$ cat src/rtl/generador_obstaculos.sv
`default_nettype none
// ============================================================================
//  Module      : generador_obstaculos
//  Description : Obstacle source for the runner game. Shifts a three-display
//                7-segment field toward the hero on every GAME tick, inserts
//                LFSR-chosen obstacles/bonus separated by blank gaps, counts
//                obstacles passed and advances the world counter.
//  Revision    : 1.0 - initial release
// ============================================================================
module generador_obstaculos #(
    parameter logic [2:0] OFF           = 3'd0,
    parameter logic [2:0] WLCM          = 3'd1,
    parameter logic [2:0] CH            = 3'd2,
    parameter logic [2:0] GAME          = 3'd3,
    parameter logic [2:0] WL            = 3'd4,
    parameter logic [2:0] PA            = 3'd5,
    parameter logic [7:0] SEMILLA       = 8'hA5,  // must be nonzero
    parameter int         ESPACIO       = 2,      // blanks after each insertion, >= 1
    parameter int         OBS_POR_MUNDO = 8       // obstacles per world, 1..16
) (
    input  logic        clk_obstaculos,
    input  logic        rst_n,
    input  logic [2:0]  presente,
    output logic [20:0] display_obs,
    output logic [1:0]  mundo,
    output logic [3:0]  obs_pasados,
    output logic        cambio_mundo
);

    localparam int               GAP_W      = (ESPACIO < 2) ? 1 : $clog2(ESPACIO + 1);
    localparam logic [GAP_W-1:0] GAP_RECARGA = GAP_W'(ESPACIO);
    localparam logic [GAP_W-1:0] GAP_UNO     = GAP_W'(1);
    localparam logic [3:0]       OBS_ULTIMO  = 4'(OBS_POR_MUNDO - 1);
    localparam logic [1:0]       MUNDO_FIN   = 2'd3;

    // Segment patterns, bit order {a,b,c,d,e,f,g}
    localparam logic [6:0] ALTO  = 7'b1000000;
    localparam logic [6:0] MEDIO = 7'b0000001;
    localparam logic [6:0] BAJO  = 7'b0001000;
    localparam logic [6:0] BONO  = 7'b1111111;

    logic [20:0]      display_q, display_d;
    logic [1:0]       mundo_q, mundo_d;
    logic [3:0]       obs_q, obs_d;
    logic             cambio_q, cambio_d;
    logic [7:0]       lfsr_q, lfsr_d;
    logic [GAP_W-1:0] gap_q, gap_d;

    logic             fb;
    logic [6:0]       patron;
    logic [6:0]       nuevo;
    logic [6:0]       saliente;
    logic             pasa;

    // Pattern choice from the LFSR value held before this tick's update
    always_comb begin
        patron = BAJO;
        case (lfsr_q[1:0])
            2'b00:   patron = ALTO;
            2'b01:   patron = MEDIO;
            2'b10:   patron = BAJO;
            default: patron = lfsr_q[7] ? BONO : BAJO;
        endcase
    end

    // Next-state logic: free-running LFSR plus per-state field/world update
    always_comb begin
        fb        = lfsr_q[7] ^ lfsr_q[5] ^ lfsr_q[4] ^ lfsr_q[3];
        lfsr_d    = {lfsr_q[6:0], fb};
        display_d = display_q;
        mundo_d   = mundo_q;
        obs_d     = obs_q;
        gap_d     = gap_q;
        cambio_d  = 1'b0;
        nuevo     = 7'd0;
        saliente  = display_q[6:0];
        // Bonus never counts, and nothing counts once the game is won
        pasa      = (saliente != 7'd0) && (saliente != BONO) && (mundo_q != MUNDO_FIN);

        case (presente)
            GAME: begin
                if ((gap_q != '0) || (mundo_q == MUNDO_FIN)) begin
                    nuevo = 7'd0;
                    if (gap_q != '0) begin
                        gap_d = gap_q - GAP_UNO;
                    end
                end else begin
                    nuevo = patron;
                    gap_d = GAP_RECARGA;
                end
                display_d = {nuevo, display_q[20:7]};
                if (pasa) begin
                    if (obs_q == OBS_ULTIMO) begin
                        obs_d    = 4'd0;
                        mundo_d  = mundo_q + 2'd1;
                        cambio_d = 1'b1;
                    end else begin
                        obs_d = obs_q + 4'd1;
                    end
                end
            end
            OFF, WLCM, CH: begin
                display_d = 21'd0;
                mundo_d   = 2'd0;
                obs_d     = 4'd0;
                gap_d     = GAP_RECARGA;
            end
            default: begin
                // PA, WL and unused encodings freeze the field
            end
        endcase
    end

    // State register with synchronous active-low reset
    always_ff @(posedge clk_obstaculos) begin
        if (!rst_n) begin
            display_q <= 21'd0;
            mundo_q   <= 2'd0;
            obs_q     <= 4'd0;
            cambio_q  <= 1'b0;
            lfsr_q    <= SEMILLA;
            gap_q     <= GAP_RECARGA;
        end else begin
            display_q <= display_d;
            mundo_q   <= mundo_d;
            obs_q     <= obs_d;
            cambio_q  <= cambio_d;
            lfsr_q    <= lfsr_d;
            gap_q     <= gap_d;
        end
    end

    assign display_obs  = display_q;
    assign mundo        = mundo_q;
    assign obs_pasados  = obs_q;
    assign cambio_mundo = cambio_q;

endmodule
`default_nettype wire
$ cat config.mk
export PLATFORM = sky130hd
export DESIGN_NAME = generador_obstaculos
export DESIGN_NICKNAME = d
export VERILOG_FILES = /design/src/rtl/generador_obstaculos.sv
export SDC_FILE = /design/constraint.sdc
export NUM_CORES = 1
export LEC_CHECK = 0
export CAP_MARGIN = 20
export CORE_AREA = 5 5 57 59
export CTS_CLUSTER_SIZE = 14
export DETAILED_ROUTE_END_ITERATION = 8
export DIE_AREA = 0 0 62 64
export GPL_ROUTABILITY_DRIVEN = 0
export PLACE_DENSITY_LB_ADDON = 0.2
export SKIP_LAST_GASP = 1
export SYNTH_ARGS = -nofsm -noshare
export SYNTH_HDL_FRONTEND = slang
export SYNTH_SLANG_ARGS = --single-unit
$ cat constraint.sdc
create_clock -name clk_obstaculos -period 3.17 [get_ports clk_obstaculos]
set_input_delay 0.634 -clock clk_obstaculos [delete_from_list [all_inputs] [get_ports clk_obstaculos]]
set_output_delay 0.634 -clock clk_obstaculos [all_outputs]
set_load 0.01 [all_outputs]
**Word level (Yosys, flattened, before mapping)**

Index checks and enable logic that the tools add are counted.

- Word-level logic and storage cells: 51
- Output and inout port bits: 28
- Register bits after elaboration: 38
- Input port bits: 5

- Bitwise operators: 3
- $add $sub $neg: 3
- Equal/unequal tests: 12
- Reductions and logical operators: 13
- Muxes and demuxes: 14

Operators by type and width:

| kind | count |
|---|---|
| one-hot mux 21 bit (2 select lines) | 1 |
| one-hot mux 7 bit (3 select lines) | 1 |
| two-way mux 7 bit | 2 |
| two-way mux 2 bit | 4 |
| two-way mux 4 bit | 2 |
| one-hot mux 2 bit (2 select lines) | 2 |
| one-hot mux 4 bit (2 select lines) | 1 |
| != test 7 bit, second input constant | 1 |
| nonzero test 7 bit | 1 |
| equality test 3 x 2 -> 1 bit, second input constant | 2 |
| != test 2 bit, second input constant | 3 |
| AND reduction 3 bit | 2 |
| adder 4 x 1 -> 4 bit, second input constant | 1 |
| equality test 2 bit, second input constant | 2 |
| equality test 4 x 3 -> 1 bit, second input constant | 1 |
| AND reduction 2 bit | 2 |
| nonzero test 2 bit | 2 |
| equality test 3 x 1 -> 1 bit, second input constant | 1 |
| zero test 3 bit | 1 |
| != test 3 bit, second input constant | 1 |
| OR reduction 3 bit | 1 |
| XOR 1 bit | 3 |
| adder 2 x 1 -> 2 bit, second input constant | 1 |
| equality test 2 x 1 -> 1 bit, second input constant | 1 |
| 5 further kinds | 6 |

**Longest topological paths before layout**

Gate-level depths: netlist of the first run.

- Word-level depth: 5
- Depth in mapped cells: 6
- Mapped depth without buffers: 6

**Least setup slack after synthesis of the first run**

Ideal clock, no wire load.

- Path kind: input to register
- Start point: input port presente[2]
- End point: register obs_q[2], in the netlist obs_pasados[2]
- Slack: 1.587 ns
- Required time: 3.104 ns
- Setup time: 0.066 ns
- Arrival: 1.517 ns
- Stages: 5
- Cell sequence: clkbuf_1 inv_1 a32oi_4 o21ai_2 a21boi_2

- Word-level cells in the longest chain between the ends: 4

Ends and longest elaborated chain:

| element | RTL line | text |
|---|---|---|
| start, declared | 23 | `input logic [2:0] presente,` |
| equality test 3 x 1 -> 1 bit, or another cell as far along | 80 | `case (presente)` |
| OR reduction 3 bit | 80 |  |
| nonzero test 2 bit (no line) | n/a |  |
| AND reduction 2 bit (no line) | n/a |  |
| end signal, assigned | 126 | `obs_q <= obs_d;` |
| end, declared | 44 | `logic [3:0] obs_q, obs_d;` |

Parallel ways exist; a longest one is shown, timed or not.
A chain may end at the register's enable or synchronous reset.

**Final worst setup path of the first run**

Same ends and word-level chain as after synthesis.

==> flow_summary.yaml, run 1 <==
cells_and_area:
  fin_nets: 170
  layout-drive-gt1-share_pct: 9.82
  layout_common_cells: "clkdlybuf4s50_1 (32), dfxtp_1 (29), nor2b_1 (15)"
  diodes: 0
  layout_commonest_cell: "clkdlybuf4s50_1"
  syn_to_final_growth_pct: 27.2
cts:
  clk_pin_slew_worst_paths_ns: 0.09
  hold_buffers: 0
  clock-sinks: 29
  clockRootBuffer: "clkbuf_4"
  cts_buffer_depth: 2
  postCtsResizedCells: 0
  cts_tree: "done"
  htree_levels: 2
  clock_latency_ns: 0.32
  post_cts_buffers: 0
  numCtsBuffers: 5
critical_path:
  cp-end-kind: "flop"
  rr_worst_depth: 4
  required_ns: 3.42
  cpLargestDelayFamily: "buffers and inverters"
  cp_slowest_cell: "clkdlybuf4s50_1"
  path_cells: "clkdlybuf4s50_1, inv_1, a32oi_4, o21ai_2, a21boi_2"
  worstReg2RegEnd: "obs_pasados[2]"
  crit_arrival_ns: 2.38
  startpoint_type: "input pin"
  crit_start: "presente[2]"
  slowest_delay_ns: 0.87
  reg2reg_from: "display_obs[0]"
  r2r_setup_slack_ns: 1.64
  cp_max_fo: 18
  cp_num_buf_inv: 2
  critPathKind: "input pin to flop"
synth:
  avgSynthCellArea_sq_um: 9.49
  synthCells: 136
  synth_area_leaders: "dfxtp_1 (45%), nor2b_1 (7.3%), buf_4 (5.2%)"
  syn-cell-area_sq_um: 1290
  synth_cell_types: 32
  synth_seq_cells: 29
  ys_seq_area_share_pct: 45.0
  syn_nets: 144
  synth_top_area_share_pct: 45.0
  yosys.area.top_type: "dfxtp_1"
  synth_warnings: 0
detailed_routing:
  drtPass1Iterations: 4
  drtIter0Drc: 25
  drc_errors: 0
  via_per_inst: 5.14
  avgRoutedWirePerCell_microns: 13.9
  ant_nets: 0
  routed_wirelength_microns: 2700
  vias: 998
timing:
  period_needed_ns: 2.13
  fmax_ghz: 0.470
  hold_ws_ns: 0.424
  finalClockSkew_ns: 0.00714
  finalMaxSlewViolations: 0
  setup_tns_ns: 0
  hold_viol: 0
  rsz0062_at_grt: "no"
  tightest_slew_ns: 0.632
  maxSlewHeadroom_pct: 57.8
  fin_crit_sh_pct: 67.1
  setup_viol: 0
placed_design:
  hpwlAfterDp_microns: 1980
  io_buffers: 32
grt:
  track_usage_pct: 14.4
  grt_max_degree: 19
  overflow: 0
  grt_first_pass_wirelength_microns: 4280
  antenna_found_initial: 0
  grt_pass1_vias: 968
floorplanning:
  num_rows: 19
  die_y_microns: 64
  die_x_microns: 62
  core-area_sq_um: 2660
  start_util_pct: 48.4
  ios: 33
  dieArea_sq_um: 3970
hold_path:
  min_from: "lfsr_q[6]"
  min_to: "lfsr_q[7]"
  worstHoldPathType: "flop to flop"
  whs_path_depth: 1
flow_run:
  drv_cap: 0
status:
  status: "finished, final reports clean"
power_and_ir_drop:
  powerDensity_nw_per_um2: 415
  ir_drop_uv: 311
  leakagePower_uw: 0.000617
-- routing by layer --
metal	vias to the layer above	part of all wire [%]	track usage [%]
li1	515	-	-
met1	458	45	17.3
met2	23	49	22.2
met3	2	5.8	6.24
met4	0	0.85	5.57
met5	-	0	0
-- metrics by stage --
| stage | utilization, % | std cells | area (sq um) | total power (uW) | worst slack, ns |
|---|---|---|---|---|---|
| after global placement | 59.0 | 186 | 1570 | 437 | 0.807 |
| after detailed placement | 59.0 | 186 | 1570 | 439 | 0.740 |
| after CTS | 61.6 | 194 | 1640 | 689 | 1.08 |
| after global routing | 61.6 | 194 | 1640 | 716 | 0.917 |
| after floorplan | - | 136 | 1290 | 423 | 1.59 |
| final | 61.6 | 194 | 1640 | 680 | 1.04 |
-- report_power, final --
group | internal (uW) | total (uW) | switching [uW]
sequential | 375 | 383 | 8.61
clock | 128 | 250 | 121
combinational | 22.2 | 47.1 | 24.9
-- state kept, by name, indices dropped and copies added (netlist names) --
signal        flops
gap_q             2
display_obs      12
cambio_mundo      1
mundo             2
lfsr_q            8
obs_pasados       4
-- kinds of logic after synthesis --
| kind of cell | count (synthesis) | share of synthesized area, % |
|---|---|---|
| simple gates | 58 | 27.0 |
| flops | 29 | 45.0 |
| compound gates | 24 | 14.0 |
| buf+inv | 17 | 7.56 |
| xor+xnor | 4 | 2.72 |
| fa+ha+maj | 3 | 2.91 |
| mux | 1 | 0.873 |
-- cell usage after synthesis --
| cell type | n |
|---|---|
| o21ai_2 | 1 |
| and2_1 | 5 |
| xor2_1 | 3 |
| a21oi_1 | 10 |
| nand2b_1 | 4 |
| nand4b_1 | 1 |
| and3_1 | 8 |
| a32o_1 | 1 |
| a22oi_1 | 2 |
| nand3_1 | 3 |
| a32oi_1 | 4 |
| or4_4 | 1 |
| mux2_2 | 1 |
| clkbuf_1 | 4 |
| and3_4 | 1 |
| inv_1 | 3 |
| a32oi_4 | 1 |
| dfxtp_1 | 29 |
| nand4_1 | 3 |
| ha_1 | 3 |
| nor2_1 | 7 |
| nor4_1 | 1 |
| buf_1 | 1 |
| nor2b_1 | 15 |
| o21ai_0 | 3 |
| a21boi_0 | 1 |
| a21boi_2 | 1 |
| buf_4 | 9 |
| and3b_1 | 1 |
| nand2_1 | 7 |
| nor4b_2 | 1 |
| xnor2_1 | 1 |
-- area by class of cell --
type                            count  area [sq um]
Inverter                            3          11.3
Multi-Input combinational cell     90           612
Clock buffer                        7          65.1
Tap cell                           31          38.8
Clock inverter                      1          5.00
Fill cell                         246          1020
Timing Repair Buffer               33           328
Sequential cell                    29           581
-- worst max path at each step --
stage,depth (start not counted),to,slack [ns]
floorplan,5,obs_pasados[2],1.59
detailed placement,5,obs_pasados[2],0.74
global route,5,obs_pasados[3],0.92
finish,5,obs_pasados[2],1.04
CTS,5,obs_pasados[2],1.08
global placement,5,obs_pasados[2],0.81
-- worst register-to-register path: cells and delay by family (launching register included) --
family | cells | cell delay, ns
simple gates | 1 | 0.58
flops | 1 | 0.35
compound gates | 3 | 0.54
Power figures use the tool's default switching activity.
==> run 2: changes to the inputs <==
- CORE_AREA: 5 5 57 59 -> 5 5 61 63
- DIE_AREA: 0 0 62 64 -> 0 0 66 68
- clock period: 3.17 -> 1.9 ns (I/O delays scaled with it)
==> run 2 against run 1 <==
Compared with the run above: cell count grew 8.8%; clock skew rose by 0.0067 ns; sequential cell count did not move; power rose by 83%; final area grew 3.0%; critical path type is now flop to primary output; critical endpoint is now display_obs[1]; largest power group unchanged; highest routed layer unchanged.
==> flow_summary.yaml, run 2 (synthesis gave the netlist of run 1 again) <==
cts:
  clock_latency_ns: 0.32
  cts_tree: "done"
  post_cts_buffers: 0
  clk_pin_slew_worst_paths_ns: 0.10
  postCtsResizedCells: 0
  numCtsBuffers: 5
  cts_buffer_depth: 2
  hold_buffers: 0
  htree_levels: 2
  clock-sinks: 29
  clockRootBuffer: "clkbuf_4"
critical_path:
  cpLargestDelayFamily: "buffers and inverters"
  slowest_delay_ns: 0.58
  crit_arrival_ns: 1.35
  path_cells: "clkdlybuf4s50_1"
  reg2reg_from: "display_obs[0]"
  crit_start: "display_obs[5]"
  required_ns: 1.52
  cp_slowest_cell: "clkdlybuf4s50_1"
  cp-end-kind: "primary output"
  critPathKind: "flop to primary output"
  cp_max_fo: 7
  startpoint_type: "flop"
  cp_num_buf_inv: 1
flow_run:
  drv_cap: 0
cells_and_area:
  largest_register_ffs: 12
  layout_common_cells: "clkdlybuf4s50_1 (32), dfxtp_1 (29), nor2b_1 (15)"
  diodes: 0
  fin_nets: 172
  instances_no_fill: 211
  layout_commonest_cell: "clkdlybuf4s50_1"
  fillers: 300
  syn_to_final_growth_pct: 30.9
  finalCoreUtilization_pct: 53.1
  layout-drive-gt1-share_pct: 10.3
timing:
  setup_viol: 0
  fin_crit_sh_pct: 91.1
  period_needed_ns: 1.73
  finalMaxSlewViolations: 0
  fmax_ghz: 0.578
  hold_viol: 0
  rsz0062_at_grt: "no"
  setup_tns_ns: 0
  finalClockSkew_ns: 0.0138
  tightest_slew_ns: 0.413
  maxSlewHeadroom_pct: 72.5
grt:
  grt_pass1_vias: 956
  track_usage_pct: 12.6
  overflow: 0
  grt_first_pass_wirelength_microns: 4340
  grt_max_degree: 21
  antenna_found_initial: 0
floorplanning:
  dieArea_sq_um: 4490
  core-area_sq_um: 3180
  ios: 33
  die_x_microns: 66
  num_rows: 21
  die_y_microns: 68
  start_util_pct: 40.6
hold_path:
  min_from: "lfsr_q[6]"
  worstHoldPathType: "flop to flop"
placed_design:
  io_buffers: 32
  place_inst: 203
  hpwlAfterDp_microns: 1880
status:
  status: "finished, final reports clean"
detailed_routing:
  avgRoutedWirePerCell_microns: 12.3
  via_per_inst: 4.77
  drtPass1Iterations: 4
  drc_errors: 0
  routed_wirelength_microns: 2600
  drtIter0Drc: 34
  ant_nets: 0
  vias: 1006
power_and_ir_drop:
  ir_drop_uv: 499
  leakagePower_uw: 0.000630
  powerDensity_nw_per_um2: 739
  total_power_uw: 1250
run 2: cell types whose count changed in the layout (fill, tap and decap cells not counted):
cell,before,now
bufinv_16,0,1
buf_4,1,3
clkbuf_1,0,1
clkbuf_8,2,1
clkinv_2,1,0
run 2: per-stage QoR:
step / hold WS, ns / setup slack, ns / instance area [sq um]
2_1_floorplan: 0.386 / 0.440 / 1290
3_3_place_gp: 0.394 / 0.155 / 1600
3_5_place_dp: 0.403 / 0.0648 / 1600
4_1_cts: 0.426 / 0.135 / 1690
5_1_grt: 0.465 / 0.0771 / 1690
6_report: 0.422 / 0.168 / 1690
run 2: final timing paths:
path                     to  slack [ns]  cells after the start
min reg2reg       lfsr_q[7]        0.42                      1
max reg2reg  obs_pasados[3]        0.36                      4
max          display_obs[1]        0.17                      1
min               lfsr_q[7]        0.42                      1
run 2: routing by layer:
layer	GRT usage (%)	wire, microns	share of wire (%)	vias up
met5	0	0	0	-
met4	4.82	37	1.4	0
met3	5.25	141	5.4	5
met2	19.5	1200	46	21
met1	15.7	1230	47	458
li1	-	-	-	522
run 2: area by class of cell:
| type | count | area [sq um] | share of cell area (%) |
|---|---|---|---|
| multi-input cells | 90 | 612 | 36.2 |
| flip-flops and latches | 29 | 581 | 34.4 |
| repair buffers | 35 | 343 | 20.3 |
| well taps | 46 | 57.6 | 3.41 |
| clock buffers | 7 | 55.1 | 3.26 |
| clock inverters | 1 | 30.0 | 1.78 |
| inverters | 3 | 11.3 | 0.667 |
run 2: where the power goes:
group,total (uW),internal [uW],switching [uW]
combinational,80.9,39.7,41.2
clock,529,314,214
sequential,639,625,13.4
total,1250,979,269
